[src/rtl/lcd_char_feeder.sv]
// Character FIFO plus cursor tracker that feeds DDRAM-address and character
// items to the LCD controller, holding each one for HOLD_CYCLES unlocked cycles.
module lcd_char_feeder #(
  parameter int         FIFO_DEPTH  = 16,
  parameter int         COLS        = 16,
  parameter int         ROWS        = 2,
  parameter logic [6:0] LINE0_BASE  = 7'h00,
  parameter logic [6:0] LINE1_BASE  = 7'h40,
  parameter int         HOLD_CYCLES = 2500
) (
  input  logic                          clk,
  input  logic                          rst,
  input  logic                          charValid_i,
  input  logic [7:0]                    charData_i,
  output logic                          charReady_o,
  input  logic                          clearReq_i,
  input  logic                          lcdBusLock_i,
  output logic                          lcdValid_o,
  output logic                          lcdAddrOrData_o,
  output logic [7:0]                    lcdDataOut_o,
  output logic [$clog2(FIFO_DEPTH):0]   fifoCount_o,
  output logic [7:0]                    cursorPos_o
);

  localparam int AW = $clog2(FIFO_DEPTH);
  localparam int CW = AW + 1;
  localparam int HW = (HOLD_CYCLES > 1) ? $clog2(HOLD_CYCLES) : 1;
  localparam logic [HW-1:0] HOLD_MAX = HW'(HOLD_CYCLES - 1);
  localparam logic [7:0] NEWLINE = 8'h0A;

  typedef enum logic [1:0] {
    IDLE,
    ADDR,
    DATA
  } state_t;

  state_t          state_q, state_d;
  logic [7:0]      mem_q [FIFO_DEPTH];
  logic [AW-1:0]   wrPtr_q, wrPtr_d;
  logic [AW-1:0]   rdPtr_q, rdPtr_d;
  logic [CW-1:0]   count_q, count_d;
  logic            charReady_q, charReady_d;
  logic [7:0]      charLatch_q, charLatch_d;
  logic [3:0]      row_q, row_d;
  logic [3:0]      col_q, col_d;
  logic            addrPending_q, addrPending_d;
  logic [HW-1:0]   holdCnt_q, holdCnt_d;
  logic            lcdValid_q, lcdValid_d;
  logic            lcdAod_q, lcdAod_d;
  logic [7:0]      lcdData_q, lcdData_d;

  logic            push;
  logic            pop;
  logic [7:0]      headChar;
  logic [4:0]      colPlus;

  function automatic logic [3:0] nextRow(input logic [3:0] r);
    return (r == 4'(ROWS - 1)) ? 4'd0 : r + 4'd1;
  endfunction

  function automatic logic [7:0] addrCmd(input logic [3:0] r, input logic [3:0] c);
    logic [6:0] base;
    base = (r == 4'd0) ? LINE0_BASE : LINE1_BASE;
    return {1'b1, base + {3'b000, c}};
  endfunction

  assign push     = charValid_i & charReady_q & ~clearReq_i;
  assign pop      = (state_q == IDLE) && (count_q != '0) && !clearReq_i;
  assign headChar = mem_q[rdPtr_q];
  assign colPlus  = {1'b0, col_q} + 5'd1;

  always_comb begin
    state_d       = state_q;
    wrPtr_d       = wrPtr_q;
    rdPtr_d       = rdPtr_q;
    count_d       = count_q;
    charLatch_d   = charLatch_q;
    row_d         = row_q;
    col_d         = col_q;
    addrPending_d = addrPending_q;
    holdCnt_d     = holdCnt_q;
    lcdValid_d    = lcdValid_q;
    lcdAod_d      = lcdAod_q;
    lcdData_d     = lcdData_q;

    if (clearReq_i) begin
      state_d       = IDLE;
      wrPtr_d       = '0;
      rdPtr_d       = '0;
      count_d       = '0;
      row_d         = '0;
      col_d         = '0;
      addrPending_d = 1'b1;
      holdCnt_d     = '0;
      lcdValid_d    = 1'b0;
      lcdAod_d      = 1'b0;
      lcdData_d     = '0;
    end else begin
      if (push) wrPtr_d = wrPtr_q + AW'(1);
      case ({push, pop})
        2'b10:   count_d = count_q + CW'(1);
        2'b01:   count_d = count_q - CW'(1);
        default: count_d = count_q;
      endcase

      case (state_q)
        IDLE: begin
          lcdValid_d = 1'b0;
          lcdAod_d   = 1'b0;
          lcdData_d  = '0;
          if (pop) begin
            rdPtr_d     = rdPtr_q + AW'(1);
            charLatch_d = headChar;
            lcdValid_d  = 1'b1;
            // A newline moves the cursor at the pop, so its address item already
            // points at the start of the new line.
            if (headChar == NEWLINE) begin
              row_d     = nextRow(row_q);
              col_d     = '0;
              state_d   = ADDR;
              lcdData_d = addrCmd(nextRow(row_q), 4'd0);
            end else if (addrPending_q) begin
              state_d   = ADDR;
              lcdData_d = addrCmd(row_q, col_q);
            end else begin
              state_d   = DATA;
              lcdAod_d  = 1'b1;
              lcdData_d = headChar;
            end
          end
        end

        ADDR, DATA: begin
          if (!lcdBusLock_i) begin
            if (holdCnt_q == HOLD_MAX) begin
              holdCnt_d = '0;
              if (state_q == ADDR) begin
                addrPending_d = 1'b0;
                if (charLatch_q == NEWLINE) begin
                  state_d    = IDLE;
                  lcdValid_d = 1'b0;
                  lcdAod_d   = 1'b0;
                  lcdData_d  = '0;
                end else begin
                  state_d   = DATA;
                  lcdAod_d  = 1'b1;
                  lcdData_d = charLatch_q;
                end
              end else begin
                state_d    = IDLE;
                lcdValid_d = 1'b0;
                lcdAod_d   = 1'b0;
                lcdData_d  = '0;
                if (colPlus == 5'(COLS)) begin
                  col_d         = '0;
                  row_d         = nextRow(row_q);
                  addrPending_d = 1'b1;
                end else begin
                  col_d = colPlus[3:0];
                end
              end
            end else begin
              holdCnt_d = holdCnt_q + HW'(1);
            end
          end
        end

        default: state_d = IDLE;
      endcase
    end

    // Ready reflects the occupancy after this edge, and is withheld for one
    // cycle after a clear.
    charReady_d = (count_d < CW'(FIFO_DEPTH)) && !clearReq_i;
  end

  always_ff @(posedge clk) begin
    if (push) mem_q[wrPtr_q] <= charData_i;
  end

  always_ff @(posedge clk or posedge rst) begin
    if (rst) begin
      state_q       <= IDLE;
      wrPtr_q       <= '0;
      rdPtr_q       <= '0;
      count_q       <= '0;
      charReady_q   <= 1'b0;
      charLatch_q   <= '0;
      row_q         <= '0;
      col_q         <= '0;
      addrPending_q <= 1'b1;
      holdCnt_q     <= '0;
      lcdValid_q    <= 1'b0;
      lcdAod_q      <= 1'b0;
      lcdData_q     <= '0;
    end else begin
      state_q       <= state_d;
      wrPtr_q       <= wrPtr_d;
      rdPtr_q       <= rdPtr_d;
      count_q       <= count_d;
      charReady_q   <= charReady_d;
      charLatch_q   <= charLatch_d;
      row_q         <= row_d;
      col_q         <= col_d;
      addrPending_q <= addrPending_d;
      holdCnt_q     <= holdCnt_d;
      lcdValid_q    <= lcdValid_d;
      lcdAod_q      <= lcdAod_d;
      lcdData_q     <= lcdData_d;
    end
  end

  assign charReady_o     = charReady_q;
  assign lcdValid_o      = lcdValid_q;
  assign lcdAddrOrData_o = lcdAod_q;
  assign lcdDataOut_o    = lcdData_q;
  assign fifoCount_o     = count_q;
  assign cursorPos_o     = {row_q, col_q};

endmodule

[config.mk]
export PLATFORM = sky130hd
export DESIGN_NAME = lcd_char_feeder
export DESIGN_NICKNAME = d
export VERILOG_FILES = /design/src/rtl/lcd_char_feeder.sv
export SDC_FILE = /design/constraint.sdc
export NUM_CORES = 1
export LEC_CHECK = 0
export ABC_AREA = 1
export BUFFER_PORTS_ARGS = -buffer_cell sky130_fd_sc_hd__buf_4
export CAP_MARGIN = 0
export CORE_AREA = 2 2 182 166
export CTS_CLUSTER_DIAMETER = 50
export CTS_CLUSTER_SIZE = 16
export DETAILED_ROUTE_END_ITERATION = 7
export DIE_AREA = 0 0 184 168
export GPL_ROUTABILITY_DRIVEN = 0
export PLACE_DENSITY = 0.47
export SLEW_MARGIN = 25
export SYNTH_ARGS = -nofsm -noshare
export SYNTH_HDL_FRONTEND = slang
export SYNTH_SLANG_ARGS = --single-unit
[constraint.sdc]
create_clock -name clk -period 5.8 [get_ports clk]
set_input_delay 1.16 -clock clk [delete_from_list [all_inputs] [get_ports clk]]
set_output_delay 1.16 -clock clk [all_outputs]
set_load 0.01 [all_outputs]
==> results.md <==
- Status: completed
- # diodes: 0
- Flops & latches, synth: 183
- Die height: 168 um
- PwrDens: 334 nW/um2
- Residual antenna-violating net count after detailed routing: 0
- Setup WS post-layout: 2.26 ns
- Crit path cell chain: buf_4 -> nor2_1 -> nand2_1 -> inv_1 -> ha_1 -> inv_1 -> fa_1 -> inv_1 -> nand2_1 -> nand2_1 -> a21oi_1 -> nor2_1 -> nor2_1 -> nand2_1 -> xor2_1 -> inv_1 -> nor2_1
- Critical Path AT: 3.89 ns
- Worst-Margin Slew: 1.05 ns
- HPWL Detailed: 13,500 um
- Crit path buf inv count: 5
- Remaining Overflow, GRT: 0
- Setup tns final: 0 ns
- Min-delay worst type: flop to flop
- Max stage delay cell, worst path: fa_1
- Final Cycle Share: 0.610
- Worst setup path category: input pin to flop
- I/O Pins: 37
- WL per Instance: 15.9 um
- Synth top area share: 0.447
- Via count: 6,051
- Max Fclk: 283 MHz
- Post-cts resize count: 0
- CTS root buf: clkbuf_16
- Mux share of post-synthesis cell area: 0
- Hold worst-path end: lcdDataOut_o[7]
- TritonCTS Sinks: 183
- First-pass GRT wire length: 33,700 um
- Setup crit start kind: input pin
- Cell taking the most area after synthesis: edfxtp_1
- Synthesized area: 8600 um2
- Post-CTS setup buffer count: 0
- Worst endpoint required time: 6.16 ns
- Syn avg cell area: 9.41 um2
- Xor-xnor portion of the synthesized cell area: 0.00713
- Worst-Skew Late Latency: 0.43 ns
- Clock buffer depth: 2
- Register area share after synthesis: 0.607
- Largest stage delay on the critical path: 0.37 ns
- Synth Instances: 914
- Max FO, Critical Path: 19
- Initial drt markers: 446
- DIE AREA: 30,900 um2
- Vias in the first global route: 5,894
- Worst Hold Depth: 2
- Clock skew: 0.0121 ns
- Ys Warns: 0
- Largest family of logic cells by synthesized area: simple AND/OR/NAND/NOR gates
- Initial Util: 0.294
- Hold Buf Count CTS: 0
- Drt drc: 0
- Grt met1 use: 0.209
- Final WL: 21,200 um
- Top post-synthesis cells by count: 283 x nand2_1, 128 x edfxtp_1, 115 x inv_1
- Min-Delay Startpoint: lcdDataOut_o[7]
- Largest net degree at the start of global routing: 60
- Met2 Track Usage GR: 0.215
- Adder-cell share of the synthesized area: 0.0242
- Synth Area in Compound Gates: 0.0517
- GRT Max-Usage Layer: met2
- Post-route cell area: 9860 um2
- Reg-to-reg slack, setup: 2.41 ns
- Worst vdd ir: 177 uV
- Crit. End Element: flop
- Clock transition at the registers of the reported paths: 0.07 ns
- Number of buffers created by CTS: 17
- Initial antenna violation count: 0
- Drt pass-1 iters: 5
- Proportion of layout cells with a drive suffix above 1: 0.107
- Max-slew headroom: 0.300
- Top Family by Delay on Critical Path: simple AND/OR/NAND/NOR gates
- Max_cap viols: 0
- Syn-to-layout area delta: 14.7%
- Count leader, synth: nand2_1
- Setup violators final: 0
- Final min period: 3.54 ns
- Number of flops mapped to enable cells by yosys: 128
- Worst R2R Path Depth: 11
- Row cnt: 60
- FF-to-FF End: row_q[2]
- H-tree depth: 4
- Synthesized Nets: 943
- Ranking of synthesized cells by area: edfxtp_1 45%, dfrtp_1 16%, nand2_1 12%
- Nets@finish: 977
- Placement Cell Area: 9270 um2
- Vias per cell: 4.54
- Met3 Usage GRT: 0.0299
- Synth Area in Simple Gates: 0.236
- Number of hold violations in the final report: 0
- Leakage: 4.22 nW
- Pre-CTS setup slack: 1.81 ns
- Core footprint: 29,300 um2
- Synth Flop Type: edfxtp_1
- RSZ-0062 raised after global routing: no
- FFs w/ async S/R, synth: 0.301
- CTS tree: yes
- CP startpoint: clearReq_i
- Worst R2R Start: rdPtr_q[2]
- Gr usage total: 0.144
- Synth cell types: 46
- IO buf count: 36
- Final Max Tran Viols: 0
- Die W: 184 um
worst max-delay path by stage:
stage,endpoint,slack [ns],depth (start not counted)
2_1_floorplan,charReady_o,2.12,19
3_3_place_gp,charReady_o,1.90,17
3_5_place_dp,charReady_o,1.81,17
4_1_cts,charReady_o,2.26,17
5_1_grt,charReady_o,1.98,17
6_report,charReady_o,2.26,17
metrics by stage:
step	total power [mW]	util	hold slack, ns	instances
after floorplan	1.96	-	0.475	914
after global placement	2.15	0.317	0.472	1301
after detailed placement	2.15	0.317	0.471	1301
after CTS	3.33	0.337	0.492	1333
after global routing	3.47	0.337	0.525	1333
final	3.30	0.337	0.488	1333
final cells by class:
cell class	instances	area, um2
clock buffer	18	429
fill	3008	19400
sequential	183	5220
clock inverter	14	166
multi-input combinational	577	2770
tap	372	465
timing repair buffer	46	345
inverter	123	465
power by group:
part,total [mW],switching (mW),internal (mW)
Sequential,1.54,0.0676,1.47
Combinational,0.575,0.394,0.181
Clock,1.19,0.538,0.649
Total,3.30,1.00,2.30
cell families after synthesis:
kind of cell / after synthesis
flops: 183
xor+xnor: 7
simple gates: 476
buf+inv: 154
compound gates: 78
fa+ha+maj: 16
tightest hold or removal path, cell delays in order, from the launching register on:
cell and delay (ns):
dfrtp_1 0.35, nand2_1 0.06, nand2_1 0.05
sequential cells by signal (all words and copies together) (netlist names), 2 cells and up:
name	flops
wrPtr_q	4
holdCnt_q	12
state_q	2
lcdDataOut_o	8
charLatch_q	8
fifoCount_o	5
rdPtr_q	4
col_q	4
mem_q	128
row_q	4
routing by layer:
| layer | up-vias | share of wire |
|---|---|---|
| li1 | 3069 | - |
| met1 | 2847 | 0.51 |
| met2 | 112 | 0.43 |
| met3 | 23 | 0.041 |
| met4 | 0 | 0.016 |
| met5 | - | 0 |
layout by cell type (no fill, tap or decap), types with 17 or more instances in the layout:
master     synthesis  routed
inv_1            115     114
edfxtp_1         128     128
nand3_1           95      95
nor2_1            51      51
clkbuf_16          0      17
dfrtp_1           54      53
buf_4              3      46
nand2_1          283     283
o21ai_0           31      31
nor3_1            25      19
Note: power is estimated with default switching activity, not from simulation.
